===== src/rtl/pyramid_scale_sequencer_if.sv =====
// Bus bundle between the pyramid sequencer, frame memory and the 1/2 scaler.
// master: sequencer side; slave: memory + scaler side.
interface pyramid_scale_sequencer_if #(
    parameter int LUMA_BITS  = 8,
    parameter int COORD_BITS = 16,
    parameter int ADDR_BITS  = 20
) ();
    logic                  mem_rd_en;
    logic [ADDR_BITS-1:0]  mem_rd_addr;
    logic [LUMA_BITS-1:0]  mem_rd_data;
    logic                  mem_wr_en;
    logic [ADDR_BITS-1:0]  mem_wr_addr;
    logic [LUMA_BITS-1:0]  mem_wr_data;
    logic                  sc_reset;
    logic [COORD_BITS-1:0] sc_width;
    logic [LUMA_BITS-1:0]  sc_in_pixel;
    logic                  sc_in_valid;
    logic [COORD_BITS-1:0] sc_in_x;
    logic [COORD_BITS-1:0] sc_in_y;
    logic [LUMA_BITS-1:0]  sc_out_pixel;
    logic                  sc_out_valid;
    logic [COORD_BITS-1:0] sc_out_x;
    logic [COORD_BITS-1:0] sc_out_y;

    modport master (
        output mem_rd_en, mem_rd_addr, input mem_rd_data,
        output mem_wr_en, mem_wr_addr, mem_wr_data,
        output sc_reset, sc_width, sc_in_pixel, sc_in_valid,
        output sc_in_x, sc_in_y,
        input  sc_out_pixel, sc_out_valid, sc_out_x, sc_out_y
    );

    modport slave (
        input  mem_rd_en, mem_rd_addr, output mem_rd_data,
        input  mem_wr_en, mem_wr_addr, mem_wr_data,
        input  sc_reset, sc_width, sc_in_pixel, sc_in_valid,
        input  sc_in_x, sc_in_y,
        output sc_out_pixel, sc_out_valid, sc_out_x, sc_out_y
    );
endinterface


===== src/rtl/pyramid_scale_sequencer.sv =====
// Image pyramid builder: repeatedly streams a level through the 1/2 scaler
// and writes the result back behind it in frame memory.
// Ports: clk, reset (async, active-low), start/src_base/src_width/src_height
// control, busy/done/error/levels_done status, bus (memory + scaler).
// Optional macro PYRAMID_PERF_CNT_EN adds perf_cycles/perf_stream_cycles.
module pyramid_scale_sequencer #(
    parameter int LUMA_BITS     = 8,
    parameter int COORD_BITS    = 16,
    parameter int ADDR_BITS     = 20,
    parameter int MAX_LEVELS    = 4,
    parameter int ROW_GAP       = 6,
    parameter int DRAIN_TIMEOUT = 64
) (
    input  logic                  clk,
    input  logic                  reset,
    input  logic                  start,
    input  logic [ADDR_BITS-1:0]  src_base,
    input  logic [COORD_BITS-1:0] src_width,
    input  logic [COORD_BITS-1:0] src_height,
    output logic                  busy,
    output logic                  done,
    output logic                  error,
    output logic [2:0]            levels_done,
`ifdef PYRAMID_PERF_CNT_EN
    output logic [31:0]           perf_cycles,
    output logic [31:0]           perf_stream_cycles,
`endif
    pyramid_scale_sequencer_if.master bus
);
    localparam int CW  = COORD_BITS;
    localparam int AW  = ADDR_BITS;
    localparam int WCW = 2 * COORD_BITS;
    localparam int GW  = $clog2(ROW_GAP + 1);
    localparam int TW  = $clog2(DRAIN_TIMEOUT + 1);

    typedef enum logic [2:0] {
        IDLE, SC_RST, STREAM, GAP, DRAIN, NEXT, DONE
    } state_t;

    state_t         state;
    logic [AW-1:0]  cur_base, dst_base, row_addr, rd_addr;
    logic [CW-1:0]  cur_w, cur_h, x, y, rd_x, rd_y;
    logic [CW-1:0]  sc_w, in_x, in_y;
    logic [GW-1:0]  gap_cnt;
    logic [TW-1:0]  drain_cnt;
    logic [WCW-1:0] wr_count;
    logic           rd_en, sc_rst, in_valid;

    logic [CW-1:0]  out_w, out_h;
    logic [WCW-1:0] area, target, wr_prod;
    logic           wr_fire;

    assign out_w  = cur_w >> 1;
    assign out_h  = cur_h >> 1;
    assign area   = WCW'(cur_w) * WCW'(cur_h);
    assign target = WCW'(out_w) * WCW'(out_h);

    // Writeback is a pure pass-through of the scaler output, silenced
    // only while reset is held so an abort stops memory traffic at once.
    assign wr_fire = bus.sc_out_valid & reset;
    assign wr_prod = WCW'(bus.sc_out_y) * WCW'(out_w);

    assign bus.mem_wr_en   = wr_fire;
    assign bus.mem_wr_addr = wr_fire ?
        dst_base + AW'(wr_prod) + AW'(bus.sc_out_x) : '0;
    assign bus.mem_wr_data = wr_fire ? bus.sc_out_pixel : '0;

    assign bus.mem_rd_en   = rd_en;
    assign bus.mem_rd_addr = rd_addr;
    assign bus.sc_reset    = sc_rst;
    assign bus.sc_width    = sc_w;
    assign bus.sc_in_valid = in_valid;
    assign bus.sc_in_x     = in_x;
    assign bus.sc_in_y     = in_y;
    // Read data lands exactly in the cycle the delayed valid is high.
    assign bus.sc_in_pixel = in_valid ? bus.mem_rd_data : '0;

    always_ff @(posedge clk or negedge reset) begin
        if (!reset) begin
            state       <= IDLE;
            busy        <= 1'b0;
            done        <= 1'b0;
            error       <= 1'b0;
            levels_done <= '0;
            cur_base    <= '0;
            dst_base    <= '0;
            row_addr    <= '0;
            rd_addr     <= '0;
            cur_w       <= '0;
            cur_h       <= '0;
            x           <= '0;
            y           <= '0;
            rd_x        <= '0;
            rd_y        <= '0;
            sc_w        <= '0;
            in_x        <= '0;
            in_y        <= '0;
            gap_cnt     <= '0;
            drain_cnt   <= '0;
            wr_count    <= '0;
            rd_en       <= 1'b0;
            sc_rst      <= 1'b0;
            in_valid    <= 1'b0;
        end else begin
            done     <= 1'b0;
            rd_en    <= 1'b0;
            sc_rst   <= 1'b0;
            in_valid <= rd_en;
            in_x     <= rd_x;
            in_y     <= rd_y;
            if (wr_fire) wr_count <= wr_count + 1'b1;
            unique case (state)
                IDLE: begin
                    if (start) begin
                        cur_base    <= src_base;
                        cur_w       <= src_width;
                        cur_h       <= src_height;
                        error       <= 1'b0;
                        levels_done <= '0;
                        busy        <= 1'b1;
                        if ((src_width >> 1) == '0 ||
                            (src_height >> 1) == '0)
                            state <= DONE;
                        else
                            state <= SC_RST;
                    end
                end
                SC_RST: begin
                    sc_rst   <= 1'b1;
                    sc_w     <= cur_w;
                    dst_base <= cur_base + AW'(area);
                    row_addr <= cur_base;
                    x        <= '0;
                    y        <= '0;
                    rd_x     <= '0;
                    rd_y     <= '0;
                    wr_count <= '0;
                    state    <= STREAM;
                end
                STREAM: begin
                    rd_en   <= 1'b1;
                    rd_addr <= row_addr + AW'(x);
                    rd_x    <= x;
                    rd_y    <= y;
                    x       <= x + 1'b1;
                    if (x == cur_w - 1'b1) begin
                        gap_cnt <= '0;
                        state   <= GAP;
                    end
                end
                GAP: begin
                    // Coordinates keep advancing so the scaler sees
                    // the row end and flushes.
                    rd_x <= x;
                    x    <= x + 1'b1;
                    if (gap_cnt == GW'(ROW_GAP - 1)) begin
                        if (y == cur_h - 1'b1) begin
                            drain_cnt <= '0;
                            state     <= DRAIN;
                        end else begin
                            x        <= '0;
                            y        <= y + 1'b1;
                            row_addr <= row_addr + AW'(cur_w);
                            state    <= STREAM;
                        end
                    end else begin
                        gap_cnt <= gap_cnt + 1'b1;
                    end
                end
                DRAIN: begin
                    if (wr_count == target) begin
                        state <= NEXT;
                    end else if (drain_cnt == TW'(DRAIN_TIMEOUT - 1)) begin
                        error <= 1'b1;
                        state <= DONE;
                    end else begin
                        drain_cnt <= drain_cnt + 1'b1;
                    end
                end
                NEXT: begin
                    levels_done <= levels_done + 3'd1;
                    cur_base    <= dst_base;
                    cur_w       <= out_w;
                    cur_h       <= out_h;
                    if (levels_done + 3'd1 == 3'(MAX_LEVELS) ||
                        (out_w >> 1) == '0 || (out_h >> 1) == '0)
                        state <= DONE;
                    else
                        state <= SC_RST;
                end
                DONE: begin
                    done  <= 1'b1;
                    busy  <= 1'b0;
                    state <= IDLE;
                end
                default: state <= IDLE;
            endcase
        end
    end

`ifdef PYRAMID_PERF_CNT_EN
    always_ff @(posedge clk or negedge reset) begin
        if (!reset) begin
            perf_cycles        <= '0;
            perf_stream_cycles <= '0;
        end else if (state == IDLE && start) begin
            perf_cycles        <= '0;
            perf_stream_cycles <= '0;
        end else begin
            if (busy) perf_cycles <= perf_cycles + 1'b1;
            if (in_valid) perf_stream_cycles <= perf_stream_cycles + 1'b1;
        end
    end
`endif
endmodule


===== src/flat_wrapper.sv =====
// flat-port wrapper written by rule: the top's interface ports become plain ports
module pyramid_scale_sequencer_flat 
#(
    parameter int LUMA_BITS     = 8,
    parameter int COORD_BITS    = 16,
    parameter int ADDR_BITS     = 20,
    parameter int MAX_LEVELS    = 4,
    parameter int ROW_GAP       = 6,
    parameter int DRAIN_TIMEOUT = 64
)
  (clk, reset, start, src_base, src_width, src_height, busy, done, error, levels_done, bus_mem_rd_en, bus_mem_rd_addr, bus_mem_rd_data, bus_mem_wr_en, bus_mem_wr_addr, bus_mem_wr_data, bus_sc_reset, bus_sc_width, bus_sc_in_pixel, bus_sc_in_valid, bus_sc_in_x, bus_sc_in_y, bus_sc_out_pixel, bus_sc_out_valid, bus_sc_out_x, bus_sc_out_y);
  pyramid_scale_sequencer_if #(.LUMA_BITS(LUMA_BITS), .COORD_BITS(COORD_BITS), .ADDR_BITS(ADDR_BITS)) bus_i ();
  input  logic clk;
  input  logic reset;
  input  logic start;
  input  logic [ADDR_BITS-1:0] src_base;
  input  logic [COORD_BITS-1:0] src_width;
  input  logic [COORD_BITS-1:0] src_height;
  output logic busy;
  output logic done;
  output logic error;
  output logic [2:0] levels_done;
  output wire logic [$bits(bus_i.mem_rd_en)-1:0] bus_mem_rd_en;
  output wire logic [$bits(bus_i.mem_rd_addr)-1:0] bus_mem_rd_addr;
  input wire logic [$bits(bus_i.mem_rd_data)-1:0] bus_mem_rd_data;
  output wire logic [$bits(bus_i.mem_wr_en)-1:0] bus_mem_wr_en;
  output wire logic [$bits(bus_i.mem_wr_addr)-1:0] bus_mem_wr_addr;
  output wire logic [$bits(bus_i.mem_wr_data)-1:0] bus_mem_wr_data;
  output wire logic [$bits(bus_i.sc_reset)-1:0] bus_sc_reset;
  output wire logic [$bits(bus_i.sc_width)-1:0] bus_sc_width;
  output wire logic [$bits(bus_i.sc_in_pixel)-1:0] bus_sc_in_pixel;
  output wire logic [$bits(bus_i.sc_in_valid)-1:0] bus_sc_in_valid;
  output wire logic [$bits(bus_i.sc_in_x)-1:0] bus_sc_in_x;
  output wire logic [$bits(bus_i.sc_in_y)-1:0] bus_sc_in_y;
  input wire logic [$bits(bus_i.sc_out_pixel)-1:0] bus_sc_out_pixel;
  input wire logic [$bits(bus_i.sc_out_valid)-1:0] bus_sc_out_valid;
  input wire logic [$bits(bus_i.sc_out_x)-1:0] bus_sc_out_x;
  input wire logic [$bits(bus_i.sc_out_y)-1:0] bus_sc_out_y;
  assign bus_mem_rd_en = bus_i.mem_rd_en;
  assign bus_mem_rd_addr = bus_i.mem_rd_addr;
  assign bus_i.mem_rd_data = bus_mem_rd_data;
  assign bus_mem_wr_en = bus_i.mem_wr_en;
  assign bus_mem_wr_addr = bus_i.mem_wr_addr;
  assign bus_mem_wr_data = bus_i.mem_wr_data;
  assign bus_sc_reset = bus_i.sc_reset;
  assign bus_sc_width = bus_i.sc_width;
  assign bus_sc_in_pixel = bus_i.sc_in_pixel;
  assign bus_sc_in_valid = bus_i.sc_in_valid;
  assign bus_sc_in_x = bus_i.sc_in_x;
  assign bus_sc_in_y = bus_i.sc_in_y;
  assign bus_i.sc_out_pixel = bus_sc_out_pixel;
  assign bus_i.sc_out_valid = bus_sc_out_valid;
  assign bus_i.sc_out_x = bus_sc_out_x;
  assign bus_i.sc_out_y = bus_sc_out_y;
  pyramid_scale_sequencer #(.LUMA_BITS(LUMA_BITS), .COORD_BITS(COORD_BITS), .ADDR_BITS(ADDR_BITS), .MAX_LEVELS(MAX_LEVELS), .ROW_GAP(ROW_GAP), .DRAIN_TIMEOUT(DRAIN_TIMEOUT)) u_core (.clk(clk), .reset(reset), .start(start), .src_base(src_base), .src_width(src_width), .src_height(src_height), .busy(busy), .done(done), .error(error), .levels_done(levels_done), .bus(bus_i));
endmodule

===== config.mk =====
export PLATFORM = sky130hd
export DESIGN_NAME = pyramid_scale_sequencer_flat
export DESIGN_NICKNAME = d
export VERILOG_FILES = /design/src/rtl/pyramid_scale_sequencer_if.sv /design/src/rtl/pyramid_scale_sequencer.sv /design/src/flat_wrapper.sv
export SDC_FILE = /design/constraint.sdc
export NUM_CORES = 2
export LEC_CHECK = 0
export CAP_MARGIN = 5
export CORE_AREA = 2 2 235 237
export DETAILED_ROUTE_END_ITERATION = 7
export DIE_AREA = 0 0 237 239
export PLACE_DENSITY = 0.87
export SLEW_MARGIN = 10
export SYNTH_ARGS = -nofsm -noshare
export SYNTH_HDL_FRONTEND = slang
export SYNTH_SLANG_ARGS = --single-unit

===== constraint.sdc =====
create_clock -name clk -period 22.3 [get_ports clk]
set_input_delay 5.575 -clock clk [delete_from_list [all_inputs] [get_ports clk]]
set_output_delay 5.575 -clock clk [all_outputs]
set_load 0.01 [all_outputs]

==> flow_summary.ini <==
[worst_setup_path]
cp.required_ns = 16.73
critPathSlowestCell = clkdlybuf4s50_1
crit-reg2reg-capture = u_core.drain_cnt[0]
r2r-start = u_core.cur_w[1]
critPathKind = in -> out
crit_path_start_kind = input port
reg2reg_slack_ns = 13.66
cp.arrival_ns = 12.67
critPathMaxStageDelay_ns = 0.86
crit_chain = clkdlybuf4s50_1 > nand2_1 > fa_1 > inv_1 > fa_1 > ha_1 > fa_1 > inv_1 > fa_1 > fa_1 > inv_1 > ha_1 > o21a_1 > o41ai_1 > o21ai_0 > o41ai_1 > o21ai_0 > xnor2_1 > nor2_1 > clkdlybuf4s50_1
reg2reg_depth = 22
end_kind = primary output
cp_common_cell = fa_1
cp_max_fo = 15

[clock_tree]
cts.sinks = 278
ctsHoldBuffers = 0
cts_buffer_depth = 3
clk_latency_ns = 0.60
post_cts_buffers = 0
numCtsBuffers = 31
h-tree-depth = 1
tritoncts = done
clk_pin_slew_ns = 0.06
cts-resized-gates = 0
clock-root-buffer = clkbuf_16

[cells_and_area]
antenna_cells = 0
final_util_pct = 66.2
fillCellCount = 4004
final_nets = 4521
multi_input_area_mm2 = 0.0224
drive_above_1_share_pct = 3.26
seq_area_mm2 = 0.00696
area_growth_syn_to_layout_pct = 11.5

[grt]
grt_pass1_wl_mm = 143
grtUsageTotal_pct = 31.9
busiest_layer = met2
use_met1_pct = 40.2
antenna_found_initial = 0
grt_overflow = 0
grt_pass1_vias = 27800
met2_usage_pct = 52.5
use_met3_pct = 6.19
grt_max_degree = 94

[synth]
avgSynthCellArea_um2 = 8.84
synth-async-reset-ratio_pct = 100
synthCells = 3648
yosysUniqueCellTypes = 88
yosys-top-cells-area = fa_1, dfrtp_1, ha_1, inv_1, nand2_1
ys_ff_latch = 278
syn_area_mm2 = 0.0322
synth_edf_count = 0
syn_nets = 4417
netlist.area_leader.share_pct = 25.6
ys_seq_area_share_pct = 21.6
ys_warn_count = 0
synth_ff_type = dfrtp_1
synth_area_leader_cell = fa_1
yosysMostFrequentCell = inv_1
yosys-top-cells-count = inv_1, nand2_1, fa_1, dfrtp_1, ha_1

[power_and_ir_drop]
power_density_mw_per_mm2 = 75.2
ir_drop_uv = 266
leakage_nw = 17.8

[place]
gp_congestion = 0.982
numPortBuffers = 217
dp_hpwl_mm = 65.9

[hold_path]
hold_path_depth = 0
hold_path_class = reg -> reg
holdPathEnd = u_core.bus.sc_in_x[12]
min_from = u_core.rd_x[12]

[drt]
wl_per_cell_um = 19.7
viasPerCell = 5.94
drc = 0
drtIter0Drc = 2673
postRouteAntennaNets = 0
dr.pass1.iters = 6
drt-total-wl_mm = 88.3
num_vias = 26600

[floorplan]
die_h_um = 239
io_pins = 218
die_w_um = 237
start_util_pct = 59.3
rows = 86
coreArea_mm2 = 0.0543
die_area_mm2 = 0.0566

[run_status]
outcome = finished, final reports clean

[timing]
rsz0062_at_grt = no
min_period_over_period_pct = 81.8
setup_tns_ns = 0
finalSetupViolCount = 0
fin_worst_skew_ns = 0.0297
fmax_ghz = 0.0548
slew_headroom_pct = 19.2
slew_viol_final = 0
worst_pin_slew_ns = 1.21
fin_crit_ns = 18.25
hold_violations = 0

[run]
drv_cap = 0
-- registers in the layout, summed over array words and instances (netlist names), 20 cells and up --
register,count
u_core.bus.mem_rd_addr,20
u_core.cur_base,20
u_core.dst_base,20
u_core.wr_count,32
u_core.row_addr,20
-- cell families (layout without fill, tap and decap cells) --
kind of cell	count (synthesis)	count (layout)	share of synthesized area (%)
AO/OA/AOI/OAI	475	475	9.57
XOR/XNOR	205	205	5.57
adder cells (fa/ha/maj)	665	665	35.4
buffers and inverters	762	889	8.96
flip-flops	278	278	21.6
multiplexers	16	16	0.547
AND/OR/NAND/NOR	1247	1247	18.4
-- per-stage QoR --
step	instance area [um^2]	worst slack [ns]	hold WS (ns)	cells	total power [mW]
2_1_floorplan	32200	5.95	0.354	3648	1.67
3_5_place_dp	34900	4.21	0.367	4423	2.13
5_1_grt	36000	3.76	0.395	4479	2.90
6_report	36000	4.05	0.381	4479	2.71
3_3_place_gp	34900	4.41	0.362	4423	2.07
4_1_cts	36000	4.20	0.382	4479	2.70
-- worst max path at each step --
stage | from | to | slack, ns | depth (start not counted)
after floorplan | bus_sc_out_y[11] | bus_mem_wr_addr[19] | 5.95 | 19
after global placement | bus_sc_out_y[2] | bus_mem_wr_addr[18] | 4.41 | 20
after detailed placement | bus_sc_out_y[1] | bus_mem_wr_addr[18] | 4.21 | 20
after CTS | bus_sc_out_y[1] | bus_mem_wr_addr[18] | 4.20 | 20
after global routing | bus_sc_out_y[1] | bus_mem_wr_addr[18] | 3.76 | 20
final | bus_sc_out_y[1] | bus_mem_wr_addr[18] | 4.05 | 20
-- report_power, final --
part / internal [mW] / switching [mW]
Combinational: 0.748 / 0.879
Clock: 0.333 / 0.230
Sequential: 0.509 / 0.00688
Total: 1.59 / 1.12
-- layout make-up --
class / instances / share of cell area (%)
clock inverter: 17 / 0.755
inverter: 580 / 6.05
multi-input combinational: 2608 / 62.3
tap: 704 / 2.45
timing repair buffer: 253 / 6.80
clock buffer: 39 / 2.30
sequential: 278 / 19.3
-- layout by cell type (no fill, tap or decap), types with 6 or more instances in the layout --
cell / netlist / layout
dfrtp_1: 278 / 278
nand3_1: 52 / 52
o31ai_1: 13 / 13
xnor2_1: 116 / 116
nand2b_1: 28 / 28
or4_1: 8 / 8
a22o_1: 34 / 34
nor2b_1: 19 / 19
buf_4: 1 / 36
fa_1: 412 / 412
bufinv_16: 0 / 6
o211ai_1: 13 / 13
a21oi_1: 104 / 104
clkbuf_16: 0 / 31
a21o_1: 23 / 23
clkbuf_1: 161 / 6
nand4_1: 26 / 26
mux2i_1: 9 / 9
o21bai_1: 9 / 9
inv_1: 577 / 577
and3_1: 47 / 47
or3_1: 16 / 15
a31oi_1: 48 / 48
nor2_1: 190 / 190
ha_1: 253 / 253
o21a_1: 11 / 11
clkdlybuf4s50_1: 0 / 216
o22ai_1: 15 / 15
and2_1: 201 / 200
xor2_1: 89 / 89
nor3_1: 54 / 54
a211oi_1: 8 / 8
nand2_1: 550 / 550
nor4_1: 22 / 22
o21ai_0: 129 / 129
-- critical path, delay by kind of cell --
family / cells / cell delay, ns
xor gates and xnor gates: 1 / 0.16
adders and majority gates: 7 / 3.16
AOI/OAI and AO/OA: 5 / 1.88
and+or+nand+nor: 2 / 0.30
buffers and inverters: 5 / 1.59
-- routing by layer --
metal,vias up,part of all wire (%)
li1,11800,-
met1,13000,37
met2,1441,47
met3,394,10
met4,0,6.1
met5,-,0
No activity file was read; power rests on OpenSTA's default activity.
